==> config.mk <==
export PLATFORM = sky130hd
export DESIGN_NAME = reg_skid_div
export DESIGN_NICKNAME = d
export VERILOG_FILES = /design/src/rtl/reg_skid_div_pkg.sv /design/src/rtl/reg_skid_div_reg_n_en.sv /design/src/rtl/reg_skid_div.sv
export SDC_FILE = /design/constraint.sdc
export NUM_CORES = 1
export LEC_CHECK = 0
export CELL_PAD_IN_SITES_DETAIL_PLACEMENT = 1
export CELL_PAD_IN_SITES_GLOBAL_PLACEMENT = 1
export CORE_ASPECT_RATIO = 1.2
export CORE_UTILIZATION = 38
export CTS_CLUSTER_DIAMETER = 80
export CTS_CLUSTER_SIZE = 8
export DETAILED_ROUTE_END_ITERATION = 6
export HOLD_SLACK_MARGIN = 0.03
export PLACE_DENSITY_LB_ADDON = 0.1
export SLEW_MARGIN = 0
export SYNTH_ARGS = -nofsm -noshare
export SYNTH_HDL_FRONTEND = slang
export SYNTH_SLANG_ARGS = --single-unit
export TNS_END_PERCENT = 100
==> constraint.sdc <==
create_clock -name clk -period 2.3 [get_ports clk]
set_input_delay 0.345 -clock clk [delete_from_list [all_inputs] [get_ports clk]]
set_output_delay 0.345 -clock clk [all_outputs]
set_load 0.05 [all_outputs]
==> src/rtl/reg_skid_div_pkg.sv <==
// Shared definitions for the skid-buffered divider result register:
// controller state encodings and the default datapath width.
package reg_skid_div_pkg;

   localparam int DEFAULT_WIDTH = 32;

   localparam logic [1:0] ST_EMPTY = 2'd0;
   localparam logic [1:0] ST_FULL  = 2'd1;
   localparam logic [1:0] ST_SKID  = 2'd2;

   // Occupancy implied by a state; the unused encoding reads as empty.
   function automatic logic [1:0] state_count(input logic [1:0] st);
      logic [1:0] n;
      case (st)
         ST_FULL: n = 2'd1;
         ST_SKID: n = 2'd2;
         default: n = 2'd0;
      endcase
      return n;
   endfunction

endpackage

==> src/rtl/reg_skid_div_reg_n_en.sv <==
// WIDTH-bit enable register with synchronous clear to RESET_VAL,
// built one flop per bit so each bit picks up its own reset constant.
module reg_n_en
   import reg_skid_div_pkg::*;
#(
   parameter int               WIDTH     = DEFAULT_WIDTH,
   parameter logic [WIDTH-1:0] RESET_VAL = '0
) (
   input  logic             clk,
   input  logic             clr,
   input  logic             en,
   input  logic [WIDTH-1:0] d,
   output logic [WIDTH-1:0] q
);

   logic [WIDTH-1:0] r_q;

   genvar gi;
   generate
      for (gi = 0; gi < WIDTH; gi++) begin : g_bit
         always_ff @(posedge clk) begin
            if (clr) begin
               r_q[gi] <= RESET_VAL[gi];
            end else if (en) begin
               r_q[gi] <= d[gi];
            end
         end
      end
   endgenerate

   assign q = r_q;

endmodule

==> src/rtl/reg_skid_div.sv <==
// Divider result pipeline register with valid/ready handshake and a one-entry
// skid buffer; every output is a flop or a decode of the state register.
module reg_skid_div
   import reg_skid_div_pkg::*;
#(
   parameter int               WIDTH     = DEFAULT_WIDTH,
   parameter logic [WIDTH-1:0] RESET_VAL = '0
) (
   input  logic             clk,
   input  logic             clr,
   input  logic             flush,
   input  logic             in_valid,
   output logic             in_ready,
   input  logic [WIDTH-1:0] data_in,
   output logic             out_valid,
   input  logic             out_ready,
   output logic [WIDTH-1:0] data_out,
   output logic [1:0]       count
);

   logic [1:0]       r_state;
   logic [1:0]       w_state_next;
   logic             w_main_en;
   logic             w_skid_en;
   logic [WIDTH-1:0] w_main_d;
   logic [WIDTH-1:0] w_main_q;
   logic [WIDTH-1:0] w_skid_q;

   always_comb begin
      w_state_next = r_state;
      w_main_en    = 1'b0;
      w_skid_en    = 1'b0;
      case (r_state)
         ST_EMPTY: begin
            if (in_valid) begin
               w_main_en    = 1'b1;
               w_state_next = ST_FULL;
            end
         end
         ST_FULL: begin
            if (in_valid && out_ready) begin
               w_main_en = 1'b1;
            end else if (in_valid) begin
               w_skid_en    = 1'b1;
               w_state_next = ST_SKID;
            end else if (out_ready) begin
               w_state_next = ST_EMPTY;
            end
         end
         ST_SKID: begin
            if (out_ready) begin
               w_main_en    = 1'b1;
               w_state_next = ST_FULL;
            end
         end
         default: w_state_next = ST_EMPTY;
      endcase
      // Flush drops occupancy but leaves the stored words untouched.
      if (flush) begin
         w_state_next = ST_EMPTY;
         w_main_en    = 1'b0;
         w_skid_en    = 1'b0;
      end
   end

   always_ff @(posedge clk) begin
      if (clr) begin
         r_state <= ST_EMPTY;
      end else begin
         r_state <= w_state_next;
      end
   end

   assign w_main_d = (r_state == ST_SKID) ? w_skid_q : data_in;

   reg_n_en #(
      .WIDTH     (WIDTH),
      .RESET_VAL (RESET_VAL)
   ) u_main (
      .clk (clk),
      .clr (clr),
      .en  (w_main_en),
      .d   (w_main_d),
      .q   (w_main_q)
   );

   reg_n_en #(
      .WIDTH     (WIDTH),
      .RESET_VAL (RESET_VAL)
   ) u_skid (
      .clk (clk),
      .clr (clr),
      .en  (w_skid_en),
      .d   (data_in),
      .q   (w_skid_q)
   );

   assign in_ready  = (r_state == ST_EMPTY) || (r_state == ST_FULL);
   assign out_valid = (r_state == ST_FULL)  || (r_state == ST_SKID);
   assign count     = state_count(r_state);
   assign data_out  = w_main_q;

endmodule

* Yosys cells after proc, flatten, opt, wreduce, memory -nomap -nowiden
Index checks and enable logic that the tools add are counted.
Storage, ports and cells: output and inout port bits 36, flip-flop bits (word level) 66, logic and storage cells 93
Operators by class: reductions and logical operators 6, equal/unequal tests 6, muxes and demuxes 16
Operators by type and width (count):
- $mux W32 | 1
- $mux W2 | 5
- $mux W1 | 7
- $ne A2 B2 Y1 const B | 3
- $pmux W2 S3 | 1
- $pmux W2 S2 | 1
- $reduce_and A4 Y1 | 1
- $ne A3 B3 Y1 const B | 1
- $pmux W1 S3 | 1
- $eq A2 B1 Y1 const B | 1
- $eq A2 B2 Y1 const B | 1
- $logic_not A2 Y1 | 1
- $logic_or A1 B1 Y1 | 2
- $reduce_or A2 Y1 | 1
- $logic_and A1 B1 Y1 | 1

* Longest topological paths before layout
word-level depth 4, gate-level depth with buffers 7, gate-level depth less buffers 5

* By module
Synthesis repeated with hierarchy kept, for this count alone.
Second synthesis, totals: cell total of the unflattened synthesis 269, area, all modules 2949.1 um^2
By module, submodules not included:
- reg_n_en | cells an instance 103, area an instance 1163.6 um^2, sequential area each 640.6 um^2, instances 2
- reg_skid_div | cells an instance 63, area an instance 621.8 um^2, sequential area each 40.0 um^2, instances 1

* Least setup slack after synthesis
Ideal clock, no wire load.
kind register -> register, from reg r_state[0], to reg u_main.r_q[10] (netlist: u_main.q[10]), buffers on the path 2, path slack 116 ps, stages on the path, launching flop included 8, data required time 2179 ps, arrival time 2062 ps, setup time 121 ps, path through dfxtp_1 > inv_1 > ha_1 > buf_2 > a22oi_1 > a211o_4 > buf_8 > mux2_4
On the way: longest elaborated chain between the ends 3
Ends and longest elaborated chain:
- start: declaration | RTL line reg_skid_div.sv:21 | logic [1:0] r_state;
- start signal: assignment | RTL line reg_skid_div.sv:70 | r_state <= w_state_next;
- $eq A2 B2 Y1 (tied with other cells) | RTL line reg_skid_div.sv:33, reg_skid_div.sv:74
- $pmux W1 S3 | RTL line reg_skid_div.sv:33 | case (r_state)
- $mux W1 | RTL line reg_skid_div.sv:59 | if (flush) begin
- end signal: indexed assignment | RTL line reg_skid_div_reg_n_en.sv:23 | r_q[gi] <= RESET_VAL[gi];
- end signal: indexed assignment | RTL line reg_skid_div_reg_n_en.sv:25 | r_q[gi] <= d[gi];
- end: declaration | RTL line reg_skid_div_reg_n_en.sv:16 | logic [WIDTH-1:0] r_q;
Several ways; a longest one is shown, not always the timed one. A chain may end at the register's enable or synchronous reset.

* Final worst setup path
from reg r_state[0], to out in_ready
On the way: longest elaborated chain between the ends 2
Ends and longest elaborated chain:
- $eq A2 B1 Y1 / $logic_not A2 Y1 (equally long branches) | RTL line reg_skid_div.sv:98 | assign in_ready = (r_state == ST_EMPTY) || (r_state == ST_FULL);
- $logic_or A1 B1 Y1 * | RTL line reg_skid_div.sv:98
- end: declaration | RTL line reg_skid_div.sv:13 | output logic in_ready,
Every way passes the cells marked *; elsewhere a longest branch is shown, timed or not.

==> out/metrics.cfg <==
[outcome]
status=finished, final reports clean

[synthesis]
synth_seq_cells=66
synthTopCellsByCount=66 x dfxtp_1, 66 x nand2_1, 34 x mux2i_1, 33 x nor2_1
synth_cell_types=23
ys_seq_area_share_pct=41.6
synth_area_um2=3180
synth_edf_count=0
synthTopCellsByArea=dfxtp_1 42%, mux2_4 14%, mux2i_1 11%
syn-mean-instance-area_um2=9.32
synth_top_cell_by_area=dfxtp_1
synth_nets=383
synth_flop_cell=dfxtp_1
synth_top_area_share_pct=41.6
ys_warn_count=0
netlist_instances=341
ys_async_sr_fraction_pct=0

[pwr]
p_per_area_nw_per_um2=616
p_sw_share_pct=30.0
power_frac_comb_pct=19.1
ir_drop_mv=0.270
power.internal_uw=1810
p_leak_uw=0.00158
pwr-share-clk_pct=34.2
power_frac_seq_pct=46.7
netSwitchingPower_uw=774

[worst_setup_path]
arrival_ps=1810
cp.required_ps=1960
worst-path-max-fanout=5
critPathLaunch=r_state[0]$_SDFFE_PP0P_
r2r_setup_slack_ps=260
start_kind=flop
r2r_start=r_state[0]$_SDFFE_PP0P_
criticalPathCategory=reg -> out
endpoint_kind=output port

[timing]
fin_crit_sh_pct=93.8
slew_headroom_pct=62.3
worst_slack_ps=142
hold_violations=0
setup_viol=0
worst_slew_pin_slew_ps=565
rsz0062_at_grt=no
setup_tns_ps=0
slew_viol_final=0
period_needed_ps=2160
fin_skew_ps=6.92
fmax_ghz=0.463

[place]
place_inst=491
placed_cell_area_um2=4010
port_buffers=72
hpwl_um=4830
place_congestion=0.776
place_worst_setup_slack_ps=144

[die]
dieArea_um2=8740
initial_core_util_pct=39.2
rows=36
chipHeight_um=102
coreArea_um2=8110
die_x_um=85.5
pin_count=73

[route]
vias=2483
ant_nets=0
wl_per_cell_um=14.3
vias_per_cell=4.90
drc=0
drt-total-wl_um=7250
first_iter_violations=53
drtPass1Iterations=4

[cts]
cts_inserted_buffers=9
insertion_delay_ps=340
root_buffer=clkbuf_8
cts_hold_buffers=0
clk_pin_slew_ps=80
cts.path.max_buffers=2
tritoncts=built
cts.sinks=66
htreeDepth=3

[worst_hold_path]
hold_path_class=in -> reg
hold_path_startpoint=clr

[grt]
grt_antenna_before_repair=0
grt_pass1_vias=2485
grt_max_degree=41
grt_pass1_wl_um=12000
grt_overflow=0
track_usage_pct=17.6

[run]
drv_cap=0

[layout]
syn_to_final_growth_pct=31.7
final_cells=507
diodes=0
layout.nets=449
layout-drive-gt1-share_pct=15.5
fin_area_um2=4190

## power by group through the flow
stage	Combinational [uW]	Sequential, uW	Clock, uW
floorplan	207	1340	0
global placement	493	1230	0
detailed placement	501	1230	0
CTS	501	1210	920
global route	525	1210	975
finish	494	1200	883
## final timing paths
kind | end | cells past startpoint
setup / recovery | in_ready | 4
hold / removal | u_skid.q[15]$_SDFFE_PP0P_ | 2
setup reg to reg | u_main.q[0]$_SDFFE_PP0P_ | 5
hold reg to reg | u_skid.q[27]$_SDFFE_PP0P_ | 2
## layout make-up
type	count	area, um^2
Inverter	4	15.0
Fill cell	928	3920
Tap cell	95	119
Sequential cell	66	1320
Multi-Input combinational cell	245	1730
Timing Repair Buffer	81	828
Clock buffer	9	124
Clock inverter	7	55.1
## kinds of logic after synthesis
kind of cell             count (synthesis)  synth area share [%]
flip-flops                              66                  41.6
multiplexers                            66                  25.6
XOR/XNOR                                 1                 0.276
AND/OR/NAND/NOR                        137                  19.4
adder cells (fa/ha/maj)                  5                  1.97
buffers and inverters                   30                  4.88
AO/OA/AOI/OAI                           36                  6.34
## per-layer routing
| layer | up-vias | track usage (%) | share of wire, % |
|---|---|---|---|
| li1 | 1252 | - | - |
| met1 | 1172 | 21.8 | 45 |
| met2 | 49 | 29.5 | 49 |
| met3 | 10 | 4.36 | 4.1 |
| met4 | 0 | 6.92 | 1.6 |
| met5 | - | 0 | 0 |
## placed cells by master, fill, tap and decap left out, drive strengths merged
cell type | synthesis | final
nand2 | 66 | 66
or2 | 1 | 1
dlygate4sd2 | 0 | 2
nor4bb | 1 | 1
nand4bb | 1 | 1
and2b | 1 | 1
dfxtp | 66 | 66
xnor2 | 1 | 1
a211o | 1 | 1
clkdlybuf4s50 | 0 | 68
a22oi | 1 | 1
ha | 5 | 5
a221oi | 1 | 1
clkbuf | 16 | 9
mux2i | 34 | 34
clkinv | 0 | 4
nor2b | 32 | 32
inv | 4 | 5
nor2 | 33 | 33
o211ai | 1 | 1
mux2 | 32 | 32
buf | 10 | 11
a21oi | 32 | 32
nand3 | 2 | 2
clkinvlp | 0 | 2
## registers in the layout, summed over array words and instances (netlist names)
| name | flops |
|---|---|
| u_main.q | 32 |
| u_skid.q | 32 |
| r_state | 2 |
## per-stage QoR
stage | hold slack, ps | util (%) | total power [uW]
after floorplan | 436 | - | 1550
after global placement | 441 | 49.5 | 1720
after detailed placement | 449 | 49.5 | 1730
after CTS | 348 | 51.7 | 2630
after global routing | 374 | 51.7 | 2710
final | 359 | 51.7 | 2580
## what timing repair did
item | in CTS | in global routing
resized for setup | 2 | 0
endpoints found under the hold margin | 0 | 0
buffers inserted | 0 | 0
setup endpoints to repair | 2 | 0
## worst max-delay path: stages (launching register included)
cell and delay (ps):
dfxtp_1 410, inv_1 90, ha_1 240, or2_2 300, dlygate4sd2_1 430
No activity file was read; power rests on OpenSTA's default activity.
